==> src/rtl/pe_mac_accum_if.sv <==
// Handshake bundle for the MAC processing element: input beat stream and output psum stream.
interface pe_mac_accum_if #(
   parameter int I_X    = 8,
   parameter int I_W    = 8,
   parameter int I_PSUM = 16,
   parameter int O_PSUM = 24
);
   logic                     i_valid;
   logic                     o_ready;
   logic signed [I_X-1:0]    i_x;
   logic signed [I_W-1:0]    i_w;
   logic signed [I_PSUM-1:0] i_psum;
   logic                     o_valid;
   logic                     i_ready;
   logic signed [O_PSUM-1:0] o_psum;
   logic                     o_sat;

   modport slave (
      input  i_valid, i_x, i_w, i_psum, i_ready,
      output o_ready, o_valid, o_psum, o_sat
   );

   modport master (
      output i_valid, i_x, i_w, i_psum, i_ready,
      input  o_ready, o_valid, o_psum, o_sat
   );
endinterface

==> src/rtl/pe_mac_accum.sv <==
// Multi-tap multiply-accumulate PE: psum + sum of K products (or one product in mode 0),
// saturated to O_PSUM bits on the way out.
//
//   state | meaning
//   IDLE  | waiting for the first beat of a window (i_psum and i_mode sampled here)
//   ACC   | accumulating the remaining taps; bubbles hold acc/cnt
//   OUT   | result presented on o_psum/o_sat, input stalled until i_ready
module pe_mac_accum #(
   parameter int I_X    = 8,
   parameter int I_W    = 8,
   parameter int I_PSUM = 16,
   parameter int O_PSUM = 24,
   parameter int K      = 9
) (
   input  logic            i_clk,
   input  logic            i_rst_n,
   input  logic            i_clear,
   input  logic            i_mode,
   pe_mac_accum_if.slave   bus
);
   localparam int PROD_W = I_X + I_W;
   localparam int GROW_W = PROD_W + $clog2(K);
   localparam int ACC_W  = ((I_PSUM > GROW_W) ? I_PSUM : GROW_W) + 2;
   // One bit wider than both the accumulator and the output so the clip compare is exact.
   localparam int EXT_W  = ((ACC_W > O_PSUM) ? ACC_W : O_PSUM) + 1;
   localparam int CNT_W  = $clog2(K + 1);

   localparam logic signed [EXT_W-1:0] SAT_MAX = {{(EXT_W-O_PSUM+1){1'b0}}, {(O_PSUM-1){1'b1}}};
   localparam logic signed [EXT_W-1:0] SAT_MIN = {{(EXT_W-O_PSUM+1){1'b1}}, {(O_PSUM-1){1'b0}}};

   typedef enum logic [1:0] {IDLE, ACC, OUT} state_t;

   state_t                  state;
   logic signed [ACC_W-1:0] acc;
   logic [CNT_W-1:0]        cnt;

   logic signed [PROD_W-1:0] prod;
   logic signed [ACC_W-1:0]  prod_ext;
   logic signed [ACC_W-1:0]  base;
   logic signed [ACC_W-1:0]  sum;
   logic signed [EXT_W-1:0]  sum_ext;
   logic signed [EXT_W-1:0]  sat_val;
   logic                     sat_hit;
   logic                     accept;
   logic                     last_beat;

   assign bus.o_ready = (state != OUT) && i_rst_n;
   assign accept      = bus.i_valid && bus.o_ready;

   // Next accumulator value for an accepted beat and its saturated output form.
   always_comb begin
      prod     = bus.i_x * bus.i_w;
      prod_ext = {{(ACC_W-PROD_W){prod[PROD_W-1]}}, prod};
      base     = (state == IDLE) ? {{(ACC_W-I_PSUM){bus.i_psum[I_PSUM-1]}}, bus.i_psum} : acc;
      sum      = base + prod_ext;
      sum_ext  = {{(EXT_W-ACC_W){sum[ACC_W-1]}}, sum};
      sat_val  = sum_ext;
      sat_hit  = 1'b0;
      if (sum_ext > SAT_MAX) begin
         sat_val = SAT_MAX;
         sat_hit = 1'b1;
      end else if (sum_ext < SAT_MIN) begin
         sat_val = SAT_MIN;
         sat_hit = 1'b1;
      end
      // Mode only matters on the first beat; afterwards the window length is fixed by cnt.
      last_beat = ((state == IDLE) && (!i_mode || (K == 1))) ||
                  ((state == ACC) && (cnt == CNT_W'(K - 1)));
   end

   // Window sequencing, accumulation and registered output.
   always_ff @(posedge i_clk) begin
      if (!i_rst_n) begin
         state       <= IDLE;
         acc         <= '0;
         cnt         <= '0;
         bus.o_psum  <= '0;
         bus.o_valid <= 1'b0;
         bus.o_sat   <= 1'b0;
      end else if (i_clear) begin
         // o_psum deliberately keeps the last delivered result.
         state       <= IDLE;
         acc         <= '0;
         cnt         <= '0;
         bus.o_valid <= 1'b0;
         bus.o_sat   <= 1'b0;
      end else begin
         case (state)
            IDLE, ACC: begin
               if (accept) begin
                  acc <= sum;
                  cnt <= (state == IDLE) ? CNT_W'(1) : cnt + CNT_W'(1);
                  if (last_beat) begin
                     bus.o_psum  <= sat_val[O_PSUM-1:0];
                     bus.o_sat   <= sat_hit;
                     bus.o_valid <= 1'b1;
                     state       <= OUT;
                  end else begin
                     state <= ACC;
                  end
               end
            end
            OUT: begin
               if (bus.i_ready) begin
                  bus.o_valid <= 1'b0;
                  cnt         <= '0;
                  state       <= IDLE;
               end
            end
            default: state <= IDLE;
         endcase
      end
   end
endmodule
==> src/flat_wrapper.sv <==
// flat-port wrapper written by rule: the top's interface ports become plain ports
module pe_mac_accum_flat 
#(
   parameter int I_X    = 8,
   parameter int I_W    = 8,
   parameter int I_PSUM = 16,
   parameter int O_PSUM = 24,
   parameter int K      = 9
)
  (i_clk, i_rst_n, i_clear, i_mode, bus_i_valid, bus_i_x, bus_i_w, bus_i_psum, bus_i_ready, bus_o_ready, bus_o_valid, bus_o_psum, bus_o_sat);
  pe_mac_accum_if #(.I_X(I_X), .I_W(I_W), .I_PSUM(I_PSUM), .O_PSUM(O_PSUM)) bus_i ();
  input  logic i_clk;
  input  logic i_rst_n;
  input  logic i_clear;
  input  logic i_mode;
  input wire logic [$bits(bus_i.i_valid)-1:0] bus_i_valid;
  input wire logic [$bits(bus_i.i_x)-1:0] bus_i_x;
  input wire logic [$bits(bus_i.i_w)-1:0] bus_i_w;
  input wire logic [$bits(bus_i.i_psum)-1:0] bus_i_psum;
  input wire logic [$bits(bus_i.i_ready)-1:0] bus_i_ready;
  output wire logic [$bits(bus_i.o_ready)-1:0] bus_o_ready;
  output wire logic [$bits(bus_i.o_valid)-1:0] bus_o_valid;
  output wire logic [$bits(bus_i.o_psum)-1:0] bus_o_psum;
  output wire logic [$bits(bus_i.o_sat)-1:0] bus_o_sat;
  assign bus_i.i_valid = bus_i_valid;
  assign bus_i.i_x = bus_i_x;
  assign bus_i.i_w = bus_i_w;
  assign bus_i.i_psum = bus_i_psum;
  assign bus_i.i_ready = bus_i_ready;
  assign bus_o_ready = bus_i.o_ready;
  assign bus_o_valid = bus_i.o_valid;
  assign bus_o_psum = bus_i.o_psum;
  assign bus_o_sat = bus_i.o_sat;
  pe_mac_accum #(.I_X(I_X), .I_W(I_W), .I_PSUM(I_PSUM), .O_PSUM(O_PSUM), .K(K)) u_core (.i_clk(i_clk), .i_rst_n(i_rst_n), .i_clear(i_clear), .i_mode(i_mode), .bus(bus_i));
endmodule
==> config.mk <==
export PLATFORM = sky130hd
export DESIGN_NAME = pe_mac_accum_flat
export DESIGN_NICKNAME = d
export VERILOG_FILES = /design/src/rtl/pe_mac_accum_if.sv /design/src/rtl/pe_mac_accum.sv /design/src/flat_wrapper.sv
export SDC_FILE = /design/constraint.sdc
export NUM_CORES = 1
export LEC_CHECK = 0
export CELL_PAD_IN_SITES_DETAIL_PLACEMENT = 0
export CELL_PAD_IN_SITES_GLOBAL_PLACEMENT = 1
export CORE_MARGIN = 2
export CORE_UTILIZATION = 41
export DETAILED_ROUTE_END_ITERATION = 8
export MAX_ROUTING_LAYER = met4
export PLACE_DENSITY_LB_ADDON = 0.08
export SKIP_CTS_REPAIR_TIMING = 1
export SLEW_MARGIN = 20
export SYNTH_ARGS = -nofsm -noshare
export SYNTH_HDL_FRONTEND = slang
export SYNTH_SLANG_ARGS = --single-unit
==> constraint.sdc <==
create_clock -name i_clk -period 6.3 [get_ports i_clk]
set_clock_uncertainty 0.15 [all_clocks]
set_input_delay 1.26 -clock i_clk [delete_from_list [all_inputs] [get_ports i_clk]]
set_output_delay 1.26 -clock i_clk [all_outputs]
set_load 0.01 [all_outputs]
* Word level (Yosys, flattened, before mapping) *
Index checks and enable logic that the tools add are counted.
W data, S select, Z words.

storage, ports and cells
  flip-flop bits (word level) = 54
  input port bits = 38
  output and inout bits = 27

cells by class
  reduce and logical (&&, ||, !) cells = 16
  order comparisons = 2
  equal/unequal tests = 7
  add/sub/neg operators = 2
  bitwise operators = 2
  multipliers = 1
  multiplexer cells = 17

operators by type and width
  kind                    number
  $mux W24                2
  $gt A22 B24 Y1 const B  1
  $lt A22 B24 Y1 const B  1
  $add A22 B16 Y22        1
  $mux W22                1
  $mul A8 B8 Y16          1
  $mux W4                 3
  $pmux W4 S2             1
  $reduce_and A4 Y1       2
  $mux W2                 3
  $reduce_and A3 Y1       2
  $mux W1                 5
  $add A4 B1 Y4 const B   1
  $eq A4 B4 Y1 const B    1
  $logic_and A1 B1 Y1     4
  $ne A2 B1 Y1 const B    2
  $ne A2 B2 Y1 const B    2
  $pmux W2 S2             1
  $reduce_and A2 Y1       2
  $reduce_or A2 Y1        2
  $eq A2 B1 Y1 const B    1
  $eq A2 B2 Y1 const B    1
  $logic_not A2 Y1        1
  $not A1 Y1              2
  4 further kinds         4

* Longest topological paths before layout *
Gate-level depths: netlist (run 1).

  depth in word-level cells = 6
  mapped depth = 21
  depth with buffers taken out = 19

* Worst setup path after synthesis (run 1) *
Ideal clock, no wire load.

  path kind = input port to flip-flop
  from = input port bus_i_w[1]
  to = register u_core.acc[21]
  data arrival time = 6.247 ns
  path buffers = 1
  data required time = 6.030 ns
  stages on the path = 16
  setup slack = -0.216 ns
  cell sequence = clkbuf_1 and2_1 inv_1 fa_1 fa_1 inv_1 fa_1 fa_1 ha_1 ha_1 a21o_1 a221o_1 or3_1 o21a_1 and3_1 o31a_1

on the way
  cells in the longest elaborated chain, start to end = 2

RTL lines
  item                  line                RTL
  from (decl)           flat_wrapper.sv:18  input wire logic [$bits(bus_i.i_w)-1:0] bus_i_w;
  $mul A8 B8 Y16        pe_mac_accum.sv:52  prod = bus.i_x * bus.i_w;
  $add A22 B16 Y22      pe_mac_accum.sv:55  sum = base + prod_ext;
  to (signal assigned)  pe_mac_accum.sv:91  acc <= sum;
  to (decl)             pe_mac_accum.sv:34  logic signed [ACC_W-1:0] acc;

No other way between the ends.
A chain may end at the register's enable or synchronous reset.

* Final worst setup path (run 1) *
  from = input port bus_i_x[6]
  to = register u_core.acc[21]

on the way
  cells in the longest elaborated chain, start to end = 2

RTL lines
  item              line                RTL
  from (decl)       flat_wrapper.sv:17  input wire logic [$bits(bus_i.i_x)-1:0] bus_i_x;
  $mul A8 B8 Y16    pe_mac_accum.sv:52
  $add A22 B16 Y22  pe_mac_accum.sv:55

No other way between the ends.

==> results of run 1 <==
-- per-stage QoR --
stage               std cells  area (µm²)  worst slack, ps
global placement          984        7560             -525
detailed placement        984        7560             -578
global route              994        7930            -1.18
CTS                       992        7710             -312
floorplan                 670        6120             21.5
finish                    994        7930              167
-- cell type report --
class / count / area [µm²]
clock inverters: 1 / 8.76
clock buffers: 7 / 143
fillers: 1347 / 6550
inverters: 104 / 404
well taps: 184 / 230
flip-flops and latches: 51 / 1020
multi-input cells: 495 / 4750
repair buffers: 152 / 1370
-- power breakdown --
| part | switching [mW] | internal (mW) | leakage (nW) |
|---|---|---|---|
| Combinational | 1.90 | 2.03 | 3.32 |
| Sequential | 0.0319 | 0.370 | 0.413 |
| Clock | 0.119 | 0.159 | 0.0741 |
| Total | 2.05 | 2.55 | 3.80 |
-- cells in the final DEF (no fill, tap or decap), drive strengths merged, types with 2 or more instances in the layout --
master	n
dlymetal6s2s	15
or2	4
and2	33
o31a	4
clkinv	2
clkdlybuf4s50	48
nand4b	2
fa	96
dfxtp	51
nor3	5
nor2b	4
a211oi	12
mux2i	14
a22oi	2
clkbuf	7
o21a	7
and3	3
o21bai	3
nand2b	5
inv	100
buf	89
o21ai	17
a211o	3
a21oi	53
a21o	7
nand4	2
xnor2	10
nand2	83
or3	6
nand3	17
o31ai	5
ha	52
o211ai	2
clkinvlp	3
xor2	2
nor2	26
-- layer usage --
layer  vias to the layer above  track usage  share of wire
met1                      2438        0.281           0.43
met2                        92        0.356           0.51
li1                       2449            -              -
met5                         -            -              0
met4                         0       0.0412          0.021
met3                        21       0.0174          0.032
-- state kept, by name, indices dropped and copies added (netlist names) --
| register | count |
|---|---|
| u_core.bus.o_valid | 1 |
| u_core.cnt | 4 |
| u_core.state | 2 |
| u_core.bus.o_psum | 22 |
| u_core.acc | 22 |
-- cell families after synthesis --
kind of cell | count (synthesis)
AND/OR/NAND/NOR | 194
adder cells (fa/ha/maj) | 148
AO/OA/AOI/OAI | 125
buffers and inverters | 124
flip-flops | 51
multiplexers | 14
XOR/XNOR | 13
other | 1
-- worst register-to-register path: stages (launching register included) --
cell and delay, ps:
sky130_fd_sc_hd__dfxtp_1 440, sky130_fd_sc_hd__nor2_2 160, sky130_fd_sc_hd__buf_4 300, sky130_fd_sc_hd__mux2i_1 300, sky130_fd_sc_hd__fa_1 450, sky130_fd_sc_hd__fa_1 520, sky130_fd_sc_hd__inv_1 50, sky130_fd_sc_hd__fa_1 460
sky130_fd_sc_hd__fa_1 510, sky130_fd_sc_hd__ha_1 310, sky130_fd_sc_hd__ha_1 360, sky130_fd_sc_hd__and3_1 170, sky130_fd_sc_hd__a221o_1 340, sky130_fd_sc_hd__or3_4 350, sky130_fd_sc_hd__o21a_1 200, sky130_fd_sc_hd__and3_1 180
sky130_fd_sc_hd__o31a_1 260
-- path summary, 6_finish.rpt --
check	start	depth (start not counted)	end	slack, ps
min	u_core.acc[6]	2	u_core.acc[6]	310
min reg2reg	u_core.acc[6]	2	u_core.acc[6]	310
max	bus_i_x[6]	17	u_core.acc[21]	170
max reg2reg	u_core.state[0]	16	u_core.acc[21]	690
==> results summary, run 1 <==
The count of final hold-check violations is 0. The share of the synthesized area in compound gates (AO/OA/AOI/OAI) came out at 0.130. After detailed routing, the number of remaining DRC violations is 0. The total global routing track utilization came out at 0.211. The CTS tree is built.

The count of final max-slew check failures is 0. Among all flip-flop cells after synthesis, the most frequent one is sky130_fd_sc_hd__dfxtp_1. The number of global-route vias before repair is 5190.

The largest net degree at the start of global routing came out at 30. The y dimension of the die is 126 µm. The largest total area in the synthesized netlist belongs to sky130_fd_sc_hd__fa_1.

The detail route stage leaves a number of antenna-violating nets equal to 0. The maximum clock path buffer count is 2. The maximum resistive drop on vdd came out at 0.000331 V.

The number of H-tree levels is 2. The post-layout net count came out at 995. By instance count, the leading cell after synthesis is sky130_fd_sc_hd__inv_1. The synthesis-to-finish area growth came out at 30.6%. Ranked by instance count, the synthesized netlist is headed by 103 x sky130_fd_sc_hd__inv_1, 96 x sky130_fd_sc_hd__fa_1, 83 x sky130_fd_sc_hd__nand2_1. The final layout contains routed wiring with a total length of 15500 µm. The number of antenna diodes in the final layout is 0. The top achievable clock speed is 163 MHz. After floorplanning, the core was sized to cover 14500 µm². Ranked by total cell area, the synthesized netlist is headed by sky130_fd_sc_hd__fa_1 32%, sky130_fd_sc_hd__dfxtp_1 17%, sky130_fd_sc_hd__ha_1 11%. The count of endpoints failing setup in the final report is 0.

The static leakage power is 3.80 nW. The clock net sink count is 51. The transition time of the tightest slew-check pin is 1030 ps.

After legalization and detailed placement, the total HPWL measured 13100 µm. Synthesis produced a netlist with a net count of 856. The mean number of vias per cell came out at 5.03. The floorplan has 44 rows. In the synthesized netlist the async set-or-reset flop fraction comes to 0.

Yosys mapped the design onto 54 distinct sky130hd cell types. The detailed-routing iteration count for the pre-antenna-repair pass came out at 4. The number of synthesized flops with an enable pin came out at 0.

The routed wire length per instance came out at 15.5 µm. The worst hold path belongs to the class register to register. The synthesized design contains 51 register bits. The largest family of logic cells by synthesized area is adder cells. The post-layout minimum cycle time came out at 6130 ps. The initial detailed-routing violation count is 188. The type of destination of the critical path is a register. The share of cells above drive strength 1 is 0.169. The die covers 15800 µm². The adder and majority gate portion of the synthesized area is 0.424. The cell seen most often among critical-path stages is sky130_fd_sc_hd__fa_1.

The basic-gate share of the synthesized area counting and, or, nand and nor cells came out at 0.153. The via total after detailed routing is 5000. The flow ran to the end, and the final reports show no timing, DRC or antenna violations. At the later pin of the worst-skew pair, clock insertion delay measures 290 ps. The dominant delay contributor by cell family on the critical path is adder cells. The fraction of synthesized area in multiplexers came out at 0.0231. The fraction of the yosys area taken by sequential cells came out at 0.168. The number of antenna violations at the first check in global routing came out at 0. The number of maximum-capacitance violations is 0. The slowest stage of the critical path is the sky130_fd_sc_hd__clkdlybuf4s50_1 cell.

The startpoint type of the worst setup path is an input port. The cell area that synthesis handed to floorplanning was 6070 µm². The width of the chip came out at 126 µm. For this run, the number of Yosys warnings is 0.

The number of standard cells after synthesis came out at 670. The final worst-path cycle share is 0.974. The total clock buffers created by CTS is 5. In this run the power density over the cells is 581 nW/µm². The final core utilization came out at 0.548. The final weighted congestion in routability-driven placement came out at 0.903. The share of synthesized area in the top cell type comes to 0.317. The required time reported for the critical path endpoint is 6330 ps.

The tightest slew margin relative to the limit is 0.311. Power comes to 4.61 mW. Adding up every negative setup slack in the final design gives 0 ps. The clock slew at the register clock pins of the worst setup and hold paths came out at 70 ps. The total overflow reported by the global router came out at 0. The number of buffer and inverter stages on the critical path is 4. The highest net fanout along the worst path came out at 7. The post-synthesis area per instance is 9.06 µm². CTS placed an instance of sky130_fd_sc_hd__clkbuf_16 at the clock tree root. The smallest hold slack is 305 ps. For the worst setup path, the data arrival time is 6170 ps. The number of port buffers is 63. The initial core utilization came out at 0.419. The largest single stage delay on the critical path is 510 ps. 65 I/O pins were placed. The first global-routing pass estimated 26300 µm of wire. The xor/xnor cell area share of the yosys netlist came out at 0.0210.

The critical path start-end classification is input port to register. The critical path goes through clkdlybuf4s50_1 > buf_6 > nor2_1 > fa_1 > inv_1 > fa_1 > inv_1 > fa_1 > fa_1 > ha_1 > ha_1 > and3_1 > a221o_1 > or3_4 > o21a_1 > and3_1 > o31a_1.
No activity file was read; power rests on OpenSTA's default activity.
==> run 2: changes to the inputs <==
CORE_MARGIN = unset   (was 2)
SLEW_MARGIN = unset   (was 20)
==> run 2 against run 1 <==
Utilization is 0.22 points higher. Non-clock buffer count rose by 1. Fmax shrank 0.17%. Critical endpoint unchanged. Cell count rose by 0.10%.
==> results summary, run 2 (same netlist as run 1, synthesis figures left out) <==
Once detailed placement completed, the half-perimeter wirelength came to 13200 µm. In the final layout, the registers with the most flip-flops are u_core.acc x22, u_core.bus.o_psum x22, u_core.cnt x4. Summed over all layers, the global routing overflow is 0. The worst setup slack after placement is -616 ps. The total power came out at 4.64 mW. The number of H-tree levels is 2. The repair_antennas step left the layout with diodes totalling 0. The number of antenna violations at the first check in global routing is 0. The static leakage power came out at 3.83 nW.

The clock latency on the worst-skew pair came out at 290 ps. The initial core utilization is 0.419. For this run, the total global-route usage over all layers was measured as 0.227. The final total negative setup slack is 0 ps. The total clock buffers created by CTS came out at 5. The post-layout minimum cycle time came out at 6140 ps.

The area of combinational cells with multiple inputs is 4750 µm². Leaving out fill and tap cells, the most frequent cell in the layout is sky130_fd_sc_hd__inv_1. Counting along the longest clock path gives a buffer depth of 2.

At the end of routability-driven placement, the weighted congestion stood at 0.904. The final worst-path cycle share is 0.975. The critical path is of the input port to register type. In this run the horizontal extent of the chip is 124 µm. The area of placed instances came out at 7560 µm². The register area is 1020 µm².

The remaining design rule violation count is 0. STA classifies the critical path endpoint as a register. The clock net sink count came out at 51.

The initial detailed-routing violation count is 175. The number of global-route vias before repair came out at 5166. The count of pins on the block boundary is 65. The tightest hold path in the finished design has a slack of 302 ps. Setup violations remaining at the end of the flow were counted as 0. The share of cells above drive strength 1 came out at 0.170. The floorplan step defined a die boundary enclosing 15300 µm².

The fill cell instance count of the final layout is 1349. The largest net degree at the start of global routing came out at 30. The total area inside the core boundary comes to 14500 µm². The required time reported for the critical path endpoint is 6340 ps. The routed layout has 5063 vias. Buffers placed on the I/O ports in this run total 63. The CTS tree is built.

The transition time of the tightest slew-check pin is 1040 ps. The detail route stage leaves a number of antenna-violating nets equal to 0. The mean number of vias per cell is 5.09. The worst setup path is launched from an input port.

The floorplan has 44 rows. The worst min-delay path category is register to register. The final standard cell area without fillers came out at 7960 µm². The routed wire length per instance is 15.9 µm.

The critical path arrival is 6180 ps. Timing would allow up to 163 MHz. The highest net fanout along the worst path came out at 6. The root buffer cell chosen for the clock tree is sky130_fd_sc_hd__clkbuf_16. Across the run, the number of max-cap violations was 0. The areal power density over the cells came out at 582 nW/µm². The floorplan step set the die height to 124 µm.

The count of final max-slew check failures came out at 0. The wire length of the first global-routing pass is 25800 µm. The maximum resistive drop on vdd came out at 0.000315 V.

Setup slack on the critical path of the routed design comes to 156 ps. The total wire length came out at 15800 µm. The tightest slew margin relative to the limit came out at 0.309. The count of final hold-check violations was 0. The library cells used most frequently in the layout, excluding fill and tap cells, are 97 x sky130_fd_sc_hd__inv_1, 94 x sky130_fd_sc_hd__fa_1, 85 x sky130_fd_sc_hd__buf_4. The clock slew at the register clock pins of the worst setup and hold paths came out at 70 ps. The post-layout net count came out at 996. The first TritonRoute pass finished after 5 iterations. The synthesis-to-finish area growth came out at 31.2%. The flow ran to the end, and the final reports show no timing, DRC or antenna violations.
==> run 2: cell type report <==
cell class / instances / area share
well taps: 184 / 0.0289
multi-input cells: 495 / 0.597
repair buffers: 153 / 0.174
clock buffers: 6 / 0.0174
clock inverters: 2 / 0.00440
flip-flops and latches: 51 / 0.128
inverters: 104 / 0.0508
==> run 2: worst paths after layout <==
| check | to | startpoint | slack [ps] | depth (start not counted) |
|---|---|---|---|---|
| hold / removal | u_core.acc[10] | u_core.acc[10] | 300 | 2 |
| setup reg to reg | u_core.acc[21] | u_core.state[0] | 680 | 16 |
| hold reg to reg | u_core.acc[10] | u_core.acc[10] | 300 | 2 |
| setup / recovery | u_core.acc[21] | bus_i_x[7] | 160 | 18 |
==> run 2: routing by layer <==
metal	GRT usage	wire (µm)	vias up
met5	-	0	-
met4	0.0489	294	0
met3	0.0220	473	20
met2	0.389	8210	97
met1	0.290	6860	2489
li1	-	-	2457
==> run 2: through the flow <==
stage	std cells	utilization
after floorplan	670	-
after global placement	984	0.522
after detailed placement	984	0.522
after CTS	992	0.534
after global routing	995	0.550
final	995	0.550
==> run 2: where the power goes <==
group | switching, mW | leakage (nW) | internal (mW)
Sequential | 0.0315 | 0.413 | 0.370
Clock | 0.123 | 0.0868 | 0.198
Combinational | 1.90 | 3.33 | 2.02
==> run 2: worst max-delay path, cell delays in order <==
cell,delay [ps]
sky130_fd_sc_hd__dlymetal6s2s_1,160
sky130_fd_sc_hd__buf_4,160
sky130_fd_sc_hd__nand2_1,80
sky130_fd_sc_hd__inv_1,60
sky130_fd_sc_hd__fa_1,530
sky130_fd_sc_hd__buf_4,160
sky130_fd_sc_hd__buf_4,130
sky130_fd_sc_hd__fa_1,530
sky130_fd_sc_hd__fa_1,450
sky130_fd_sc_hd__fa_1,490
sky130_fd_sc_hd__ha_1,300
sky130_fd_sc_hd__ha_1,350
sky130_fd_sc_hd__and3_1,170
sky130_fd_sc_hd__a221o_1,330
sky130_fd_sc_hd__or3_4,350
sky130_fd_sc_hd__o21a_1,200
sky130_fd_sc_hd__and3_1,180
sky130_fd_sc_hd__o31a_1,270
